## src/rtl/nd_2to1.sv

```systemverilog
// Two-input merge node: two 4-phase receive channels feed one send channel through
// one-entry holding buffers, with round-robin arbitration when both buffers are full.
`timescale 1ns/1ps

`ifndef NS_ADDRESS_SIZE
`define NS_ADDRESS_SIZE 8
`endif
`ifndef NS_DATA_SIZE
`define NS_DATA_SIZE 8
`endif
`ifndef NS_REDUN_SIZE
`define NS_REDUN_SIZE 4
`endif

module nd_2to1 #(
    parameter int ASZ = `NS_ADDRESS_SIZE,
    parameter int DSZ = `NS_DATA_SIZE,
    parameter int RSZ = `NS_REDUN_SIZE,
    localparam int MSZ = ASZ + DSZ + RSZ
) (
    input  logic           i_clk,
    input  logic           reset,
    output logic           ready,
    input  logic           rcv0_req,
    input  logic [MSZ-1:0] rcv0_dat,
    output logic           rcv0_ack,
    input  logic           rcv1_req,
    input  logic [MSZ-1:0] rcv1_dat,
    output logic           rcv1_ack,
    output logic           snd0_req,
    output logic [MSZ-1:0] snd0_dat,
    input  logic           snd0_ack
);

    typedef enum logic {RxIdle, RxWaitLo} rx_st_e;
    typedef enum logic [1:0] {TxIdle, TxWaitHi, TxWaitLo} tx_st_e;

    logic                r_ready;
    logic [1:0]          r_sreq_m, r_sreq;
    logic                r_sack_m, r_sack;
    rx_st_e              r_rx_st [2];
    rx_st_e              w_rx_st_nx [2];
    logic [1:0]          r_full, w_full_nx;
    logic [1:0][MSZ-1:0] r_buf, w_buf_nx;
    logic [1:0][MSZ-1:0] w_rcv_dat;
    tx_st_e              r_tx_st, w_tx_st_nx;
    logic                r_sel, w_sel_nx;
    logic                r_ptr, w_ptr_nx;
    logic [MSZ-1:0]      r_snd_dat, w_snd_dat_nx;

    assign w_rcv_dat = {rcv1_dat, rcv0_dat};

    // Peers run on unrelated clocks: two-flop synchronisers on every incoming handshake line.
    always_ff @(posedge i_clk) begin
        if (reset) begin
            r_ready  <= 1'b0;
            r_sreq_m <= '0;
            r_sreq   <= '0;
            r_sack_m <= 1'b0;
            r_sack   <= 1'b0;
        end else begin
            r_ready  <= 1'b1;
            r_sreq_m <= {rcv1_req, rcv0_req};
            r_sreq   <= r_sreq_m;
            r_sack_m <= snd0_ack;
            r_sack   <= r_sack_m;
        end
    end

    always_ff @(posedge i_clk) begin
        if (reset) begin
            for (int i = 0; i < 2; i++) begin
                r_rx_st[i] <= RxIdle;
            end
            r_full    <= '0;
            r_buf     <= '0;
            r_tx_st   <= TxIdle;
            r_sel     <= 1'b0;
            r_ptr     <= 1'b0;
            r_snd_dat <= '0;
        end else begin
            for (int i = 0; i < 2; i++) begin
                r_rx_st[i] <= w_rx_st_nx[i];
            end
            r_full    <= w_full_nx;
            r_buf     <= w_buf_nx;
            r_tx_st   <= w_tx_st_nx;
            r_sel     <= w_sel_nx;
            r_ptr     <= w_ptr_nx;
            r_snd_dat <= w_snd_dat_nx;
        end
    end

    // Set (receive) requires an empty buffer and clear (send) a full one, so they never collide.
    always_comb begin
        for (int i = 0; i < 2; i++) begin
            w_rx_st_nx[i] = r_rx_st[i];
        end
        w_full_nx    = r_full;
        w_buf_nx     = r_buf;
        w_tx_st_nx   = r_tx_st;
        w_sel_nx     = r_sel;
        w_ptr_nx     = r_ptr;
        w_snd_dat_nx = r_snd_dat;

        for (int i = 0; i < 2; i++) begin
            case (r_rx_st[i])
                RxIdle: begin
                    if (r_sreq[i] && !r_full[i]) begin
                        w_buf_nx[i]   = w_rcv_dat[i];
                        w_full_nx[i]  = 1'b1;
                        w_rx_st_nx[i] = RxWaitLo;
                    end
                end
                RxWaitLo: begin
                    if (!r_sreq[i]) begin
                        w_rx_st_nx[i] = RxIdle;
                    end
                end
                default: w_rx_st_nx[i] = RxIdle;
            endcase
        end

        case (r_tx_st)
            TxIdle: begin
                if (|r_full) begin
                    w_sel_nx     = (r_full[0] && r_full[1]) ? r_ptr : r_full[1];
                    w_snd_dat_nx = r_buf[w_sel_nx];
                    w_tx_st_nx   = TxWaitHi;
                end
            end
            TxWaitHi: begin
                if (r_sack) begin
                    w_full_nx[r_sel] = 1'b0;
                    w_ptr_nx         = ~r_sel;
                    w_tx_st_nx       = TxWaitLo;
                end
            end
            TxWaitLo: begin
                if (!r_sack) begin
                    w_tx_st_nx = TxIdle;
                end
            end
            default: w_tx_st_nx = TxIdle;
        endcase
    end

    assign ready    = r_ready;
    assign rcv0_ack = (r_rx_st[0] == RxWaitLo);
    assign rcv1_ack = (r_rx_st[1] == RxWaitLo);
    assign snd0_req = (r_tx_st == TxWaitHi);
    assign snd0_dat = r_snd_dat;

endmodule

```

## config.mk

```make
export PLATFORM = sky130hd
export DESIGN_NAME = nd_2to1
export DESIGN_NICKNAME = d
export VERILOG_FILES = /design/src/rtl/nd_2to1.sv
export SDC_FILE = /design/constraint.sdc
export NUM_CORES = 1
export LEC_CHECK = 0
export ABC_AREA = 1
export ABC_CLOCK_PERIOD_IN_PS = 1160
export CAP_MARGIN = 20
export CELL_PAD_IN_SITES_DETAIL_PLACEMENT = 0
export CELL_PAD_IN_SITES_GLOBAL_PLACEMENT = 1
export CORE_UTILIZATION = 36
export CTS_CLUSTER_SIZE = 16
export DETAILED_ROUTE_END_ITERATION = 10
export MAX_ROUTING_LAYER = met4
export PLACE_DENSITY_LB_ADDON = 0.1
export SLEW_MARGIN = 20
export SYNTH_ARGS = -nofsm -noshare
export SYNTH_HDL_FRONTEND = slang
export SYNTH_SLANG_ARGS = --single-unit
```

## constraint.sdc

```tcl
create_clock -name i_clk -period 1.16 [get_ports i_clk]
set_input_delay 0.29 -clock i_clk [delete_from_list [all_inputs] [get_ports i_clk]]
set_output_delay 0.29 -clock i_clk [all_outputs]
set_load 0.02 [all_outputs]
```

==> results.tsv, run 1 <==
metric	value	unit
status	finished with violations	
failing checks	setup timing	
Mapped Avg Cell Area	7.42	sq um
largest net degree at the start of global routing	43	
most frequent cells in the layout	nand2_1 (85), dfxtp_1 (62), a21oi_1 (58)	
drt drc	0	
r2r endpoint	snd0_dat[15]$_SDFFE_PP0P_	
gr busiest metal	met1	
Clock Tree Root	clkbuf_8	
R2R cell count	8	
fin. max-slew vios	0	
Post-Synth Adder-Cell Area	0	
Synth Instances	424	
die area	0.00912	sq mm
met1 usage in global routing	0.280	
multi-input logic area	0.00139	sq mm
largest family of logic cells by synthesized area	simple AND/OR/NAND/NOR gates	
Crit Path Max Fanout	2	
Final nets	546	
vias in the first global route	2638	
Syn Std Cell Area	0.00315	sq mm
vias per inst	4.85	
LEAKAGE	0.00178	uW
compound-cell area share of the yosys netlist	0.118	
Die Span X	95.5	um
core footprint	0.00834	sq mm
synth top area cells	dfxtp_1 (48%), nand2_1 (11%), a21oi_1 (9.5%)	
Reg area	0.00152	sq mm
Slew headroom	0.831	
part of the cycle the worst path needs	1.07	
# fillers	831	
via count	2961	
Worst setup SP type	flip-flop	
Hold WC Path Type	primary input to flip-flop	
Initial Util	0.377	
PD cells	1390	mW/mm^2
cell taking the most area after synthesis	dfxtp_1	
syn_nets	469	
global-route wire length before repair	13200	um
slack of the critical path	-0.0762	ns
Peak supply drop	644	uV
fin cells	611	
GRT Util Overall	0.200	
DRT Wirelength	8350	um
Initial DRT Pass Iterations	4	
clock skew	0.0103	ns
CP Launch Point	r_tx_st[0]$_SDFFE_PP0P_	
PortBufs	68	
R2R setup slack	-0.03	ns
power consumption	6140	uW
share of the synthesized area in the top cell type	0.477	
TritonCTS buffer count	9	
simple-gate portion of the synthesized area	0.277	
drt initial violations	110	
M3 GR Usage	0.0399	
CP Class	flip-flop to output pin	
f_max	0.809	GHz
Hold-fix buffers, CTS	0	
synthesis-to-finish area growth	40.4	%
Antenna Diode Count	0	
R2R Path Start	r_tx_st[0]$_SDFFE_PP0P_	
WP data arrival	0.95	ns
Tmin final	1.24	ns
grt ovf	0	
Required @ worst endpoint	0.87	ns
unrepaired setup endpoints after global routing	true	
Inst Count DP	590	
# setup viols final	19	
fin util	0.530	
Die H	95.5	um
met2 GRT Util	0.278	
sequential fraction of the synthesis area	0.477	
Min-Delay Path Depth	4	
Setup crit end kind	output pin	
clk sink count	75	
Hold Path Sink	snd0_dat[12]$_SDFFE_PP0P_	
DP HPWL	5600	um
final hold vios	0	
share of cells above drive strength 1	0.255	
later-pin clock latency in the skew report	0.35	ns
pre-CTS setup slack	-0.202	ns
XOR/XNOR Fraction of Synth Area	0	
final RePlAce weighted congestion	0.741	
wire per inst	13.7	um
depth of the CTS H-tree	3	
#FFs+latches synth	75	
row count	33	
top-level port count	69	
library cells used by synthesis	17	
number of max-cap violations	0	
Reg clk slew, reported paths	0.07	ns
Bufs on Longest Clock Path	2	
mux share of post-synthesis cell area	0	
most common cell after layout, fill and taps aside	nand2_1	
HP Start	reset	
YS warnings	0	
DRT antenna net count	0	
Worst-Margin Slew	0.253	ns
antenna violations before repair	0	
TritonCTS clock tree	yes	
-- how the worst max path moves through the flow --
stage	to	slack, ns	cells after the start
final	snd0_req	-0.08	3
after global routing	snd0_req	-0.12	3
after CTS	snd0_req	-0.09	3
after detailed placement	snd0_req	-0.20	3
after global placement	snd0_req	-0.20	3
after floorplan	r_buf[22]$_SDFFE_PP0P_	0.09	4
-- worst max-delay path: stages, from the launching register on --
cell and delay [ns]:
dfxtp_2 0.34, inv_2 0.05, nor2_4 0.09, buf_6 0.12
-- Yosys cell counts --
cell type,count
inv_1,54
a21oi_1,60
nand4_1,40
dfxtp_1,75
clkbuf_1,6
clkbuf_4,1
a21oi_2,7
buf_6,2
nand2_1,89
buf_4,4
nand3_1,43
inv_2,2
buf_2,22
nor2_1,14
o21ai_0,2
nand2_2,2
nor2_2,1
-- power by group --
| part | switching [uW] | leakage (uW) | total, uW | internal (uW) |
|---|---|---|---|---|
| Combinational | 557 | 0.00105 | 1060 | 499 |
| Clock | 961 | 0.000113 | 2290 | 1330 |
| Sequential | 74.8 | 0.000617 | 2800 | 2720 |
| Total | 1590 | 0.00178 | 6140 | 4550 |
-- registers in the layout, summed over array words and instances, names as in the netlist --
name	flops
r_sreq_m	2
r_sel	1
r_rx_st	2
r_buf	40
r_full	2
r_sack	1
r_sreq	2
r_ptr	1
ready	1
r_sack_m	1
snd0_dat	20
r_tx_st	2
-- logic make-up (layout without fill, tap and decap cells) --
group / count (synthesis) / after routing
flip-flops: 75 / 75
AND/OR/NAND/NOR: 189 / 189
AO/OA/AOI/OAI: 69 / 69
buffers and inverters: 91 / 173
-- metal layers --
metal / vias up / routed length (um)
li1: 1538 / -
met3: 11 / 478
met2: 77 / 3540
met5: - / 0
met1: 1335 / 4200
met4: 0 / 125
-- through the flow --
step	area, sq um	hold WS, ns	TNS (ns)
2_1_floorplan	3150	0.388	0
3_3_place_gp	4040	0.392	-0.947
3_5_place_dp	4040	0.395	-1.37
4_1_cts	4270	0.277	-0.353
5_1_grt	4420	0.325	-1.82
6_report	4420	0.288	-0.422
-- final cells by class --
type                       count  area share
sequential                    75       0.344
multi-input combinational    258       0.314
timing repair buffer         101       0.213
inverter                      56      0.0481
clock buffer                  12      0.0351
tap                          105      0.0297
clock inverter                 4      0.0164
-- repair_timing --
action	4_1_cts	5_1_grt
resized for setup	124	49
pin swaps	4	24
endpoints found under the setup margin	42	42
buffers inserted	2	1
gates cloned	2	0
Note: power is estimated with default switching activity, not from simulation.
==> run 2: changes to the inputs <==
--- a/config.mk
+++ b/config.mk
@@ -17,2 +17,3 @@
 export PLACE_DENSITY_LB_ADDON = 0.1
+export REMOVE_ABC_BUFFERS = 1
 export SLEW_MARGIN = 20
--- a/constraint.sdc
+++ b/constraint.sdc
@@ -3,2 +3,2 @@
 set_output_delay 0.29 -clock i_clk [all_outputs]
-set_load 0.02 [all_outputs]
+set_load 0.05 [all_outputs]
==> results.tsv, run 2 (synthesized netlist as in run 1, its figures left out) <==
metric	value	unit	change
via count	3151		was 2961
R2R Path Start	r_tx_st[0]$_SDFFE_PP0P_		unchanged
fin. max-slew vios	0		unchanged
Hold-fix buffers, CTS	0		unchanged
wire per inst	15.1	um	was 13.7 um
Antenna Diode Count	0		unchanged
failing checks	setup timing		unchanged
Setup crit end kind	output pin		unchanged
final hold vios	0		unchanged
Bufs on Longest Clock Path	2		unchanged
DRT antenna net count	0		unchanged
Initial DRT Pass Iterations	4		unchanged
antenna violations before repair	0		unchanged
Die H	95.5	um	unchanged
GRT Util Overall	0.230		was 0.200
DP HPWL	6400	um	was 5600 um
most common cell after layout, fill and taps aside	nand2_1		unchanged
# fillers	816		was 831
part of the cycle the worst path needs	1.13		was 1.07
Worst-Margin Slew	0.217	ns	was 0.253 ns
final RePlAce weighted congestion	0.823		was 0.741
Min-Delay Path Depth	2		was 4
depth of the CTS H-tree	3		unchanged
largest net degree at the start of global routing	26		was 43
drt drc	0		unchanged
vias per inst	5.02		was 4.85
Biggest register	r_buf		unchanged
Inst Count DP	602		was 590
Slew headroom	0.855		was 0.831
Peak supply drop	749	uV	was 644 uV
slack of the critical path	-0.154	ns	was -0.0762 ns
Reg clk slew, reported paths	0.08	ns	was 0.07 ns
# setup viols final	17		was 19
CP peak stage delay	0.34	ns	about the same
TritonCTS clock tree	yes		unchanged
synthesis-to-finish area growth	54.8	%	was 40.4%
top-level port count	69		unchanged
r2r endpoint	snd0_dat[15]$_SDFFE_PP0P_		unchanged
DRT Wirelength	9470	um	was 8350 um
LEAKAGE	0.00195	uW	was 0.00178 uW
Worst path slowest cell	dfxtp_2		unchanged
most frequent cells in the layout	nand2_1 (87), a21oi_1 (60), inv_1 (53)		was nand2_1 (85), dfxtp_1 (62), a21oi_1 (58)
CP Class	flip-flop to output pin		unchanged
PortBufs	68		unchanged
Top delay family on crit path	flip-flops		unchanged
unrepaired setup endpoints after global routing	true		unchanged
Worst setup SP type	flip-flop		unchanged
clock skew	0.00662	ns	was 0.0103 ns
WP data arrival	1.02	ns	was 0.95 ns
drt initial violations	141		was 110
die area	0.00912	sq mm	unchanged
Crit Path Max Fanout	3		was 2
Required @ worst endpoint	0.87	ns	about the same
Initial Util	0.377		unchanged
vias in the first global route	3039		was 2638
R2R setup slack	-0.08	ns	was -0.03 ns
status	finished with violations		unchanged
HP Start	reset		unchanged
CP Buf/Inv Count	2		unchanged
TritonCTS buffer count	9		unchanged
Hold Path Sink	ready$_DFF_P_		was snd0_dat[12]$_SDFFE_PP0P_
fin cells	628		was 611
global-route wire length before repair	15200	um	was 13200 um
fin util	0.584		was 0.530
R2R cell count	9		was 8
Hold WC Path Type	primary input to flip-flop		unchanged
row count	33		unchanged
share of cells above drive strength 1	0.277		was 0.255
crit path cell chain	inv_2 > nor2_4 > buf_12		was inv_2 > nor2_4 > buf_6
number of max-cap violations	0		unchanged
Clock Tree Root	clkbuf_8		unchanged
Reg area	0.00154	sq mm	was 0.00152 sq mm
grt ovf	0		unchanged
max reg flops	40		unchanged
later-pin clock latency in the skew report	0.35	ns	about the same
PD cells	1420	mW/mm^2	was 1390 mW/mm^2
Die Span X	95.5	um	unchanged
power consumption	6940	uW	was 6140 uW
core footprint	0.00834	sq mm	unchanged
multi-input logic area	0.00131	sq mm	was 0.00139 sq mm
clk sink count	75		unchanged
f_max	0.761	GHz	was 0.809 GHz
Final nets	563		was 546
Tmin final	1.31	ns	was 1.24 ns
[run 2: changes by cell type in the layout (fill, tap and decap cells not counted), moves of 3 or more]
cell / delta
buf_12: +26
dfxtp_1: -14
nand3_1: +12
dfxtp_2: +11
nand3_2: -11
buf_2: -5
buf_6: -3
dfxtp_4: +3
[run 2: worst max path at each step]
stage	startpoint	endpoint	slack, ns	depth (start not counted)
after floorplan	r_rx_st[0][0]$_SDFF_PP0_	r_buf[0]$_SDFFE_PP0P_	-0.59	4
after global placement	r_full[1]$_SDFF_PP0_	snd0_dat[19]$_SDFFE_PP0P_	0.02	6
after detailed placement	r_full[1]$_SDFF_PP0_	snd0_dat[15]$_SDFFE_PP0P_	-0.03	6
after CTS	r_tx_st[0]$_SDFFE_PP0P_	snd0_req	-0.22	4
after global routing	r_tx_st[0]$_SDFFE_PP0P_	snd0_req	-0.21	3
final	r_tx_st[0]$_SDFFE_PP0P_	snd0_req	-0.15	3
[run 2: stage by stage]
| stage | hold WS [ns] | setup TNS (ns) | setup WS, ns | area, sq um |
|---|---|---|---|---|
| after floorplan | 0.359 | -36.03 | -0.589 | 2950 |
| after global placement | 0.393 | 0 | 0.0223 | 4380 |
| after detailed placement | 0.398 | -0.0963 | -0.0262 | 4380 |
| after CTS | 0.330 | -1.77 | -0.222 | 4750 |
| after global routing | 0.369 | -2.68 | -0.208 | 4870 |
| final | 0.356 | -1.14 | -0.154 | 4870 |
[run 2: report_power, final]
group	switching, uW	internal (uW)	leakage [uW]
Clock	960	1600	0.000133
Combinational	755	773	0.00120
Sequential	121	2730	0.000624
[run 2: layout make-up]
type | instances | area share
repair buffers | 118 | 0.290
well taps | 105 | 0.0270
clock inverters | 4 | 0.0195
flip-flops and latches | 75 | 0.317
clock buffers | 12 | 0.0339
multi-input cells | 258 | 0.270
inverters | 56 | 0.0431
[run 2: what timing repair did]
item                                    in CTS  in global routing
setup buffers                                3                  9
pin swaps                                    2                  2
gates resized for setup                     37                 18
endpoints found under the setup margin      36                 52
gates cloned                                 1                  0
[run 2: layer usage]
layer  up-vias  part of all wire  track usage
met3        17             0.052       0.0447
met4         0             0.016       0.0734
met2        80              0.47        0.370
met5         -                 0            -
li1       1575                 -            -
met1      1479              0.46        0.290
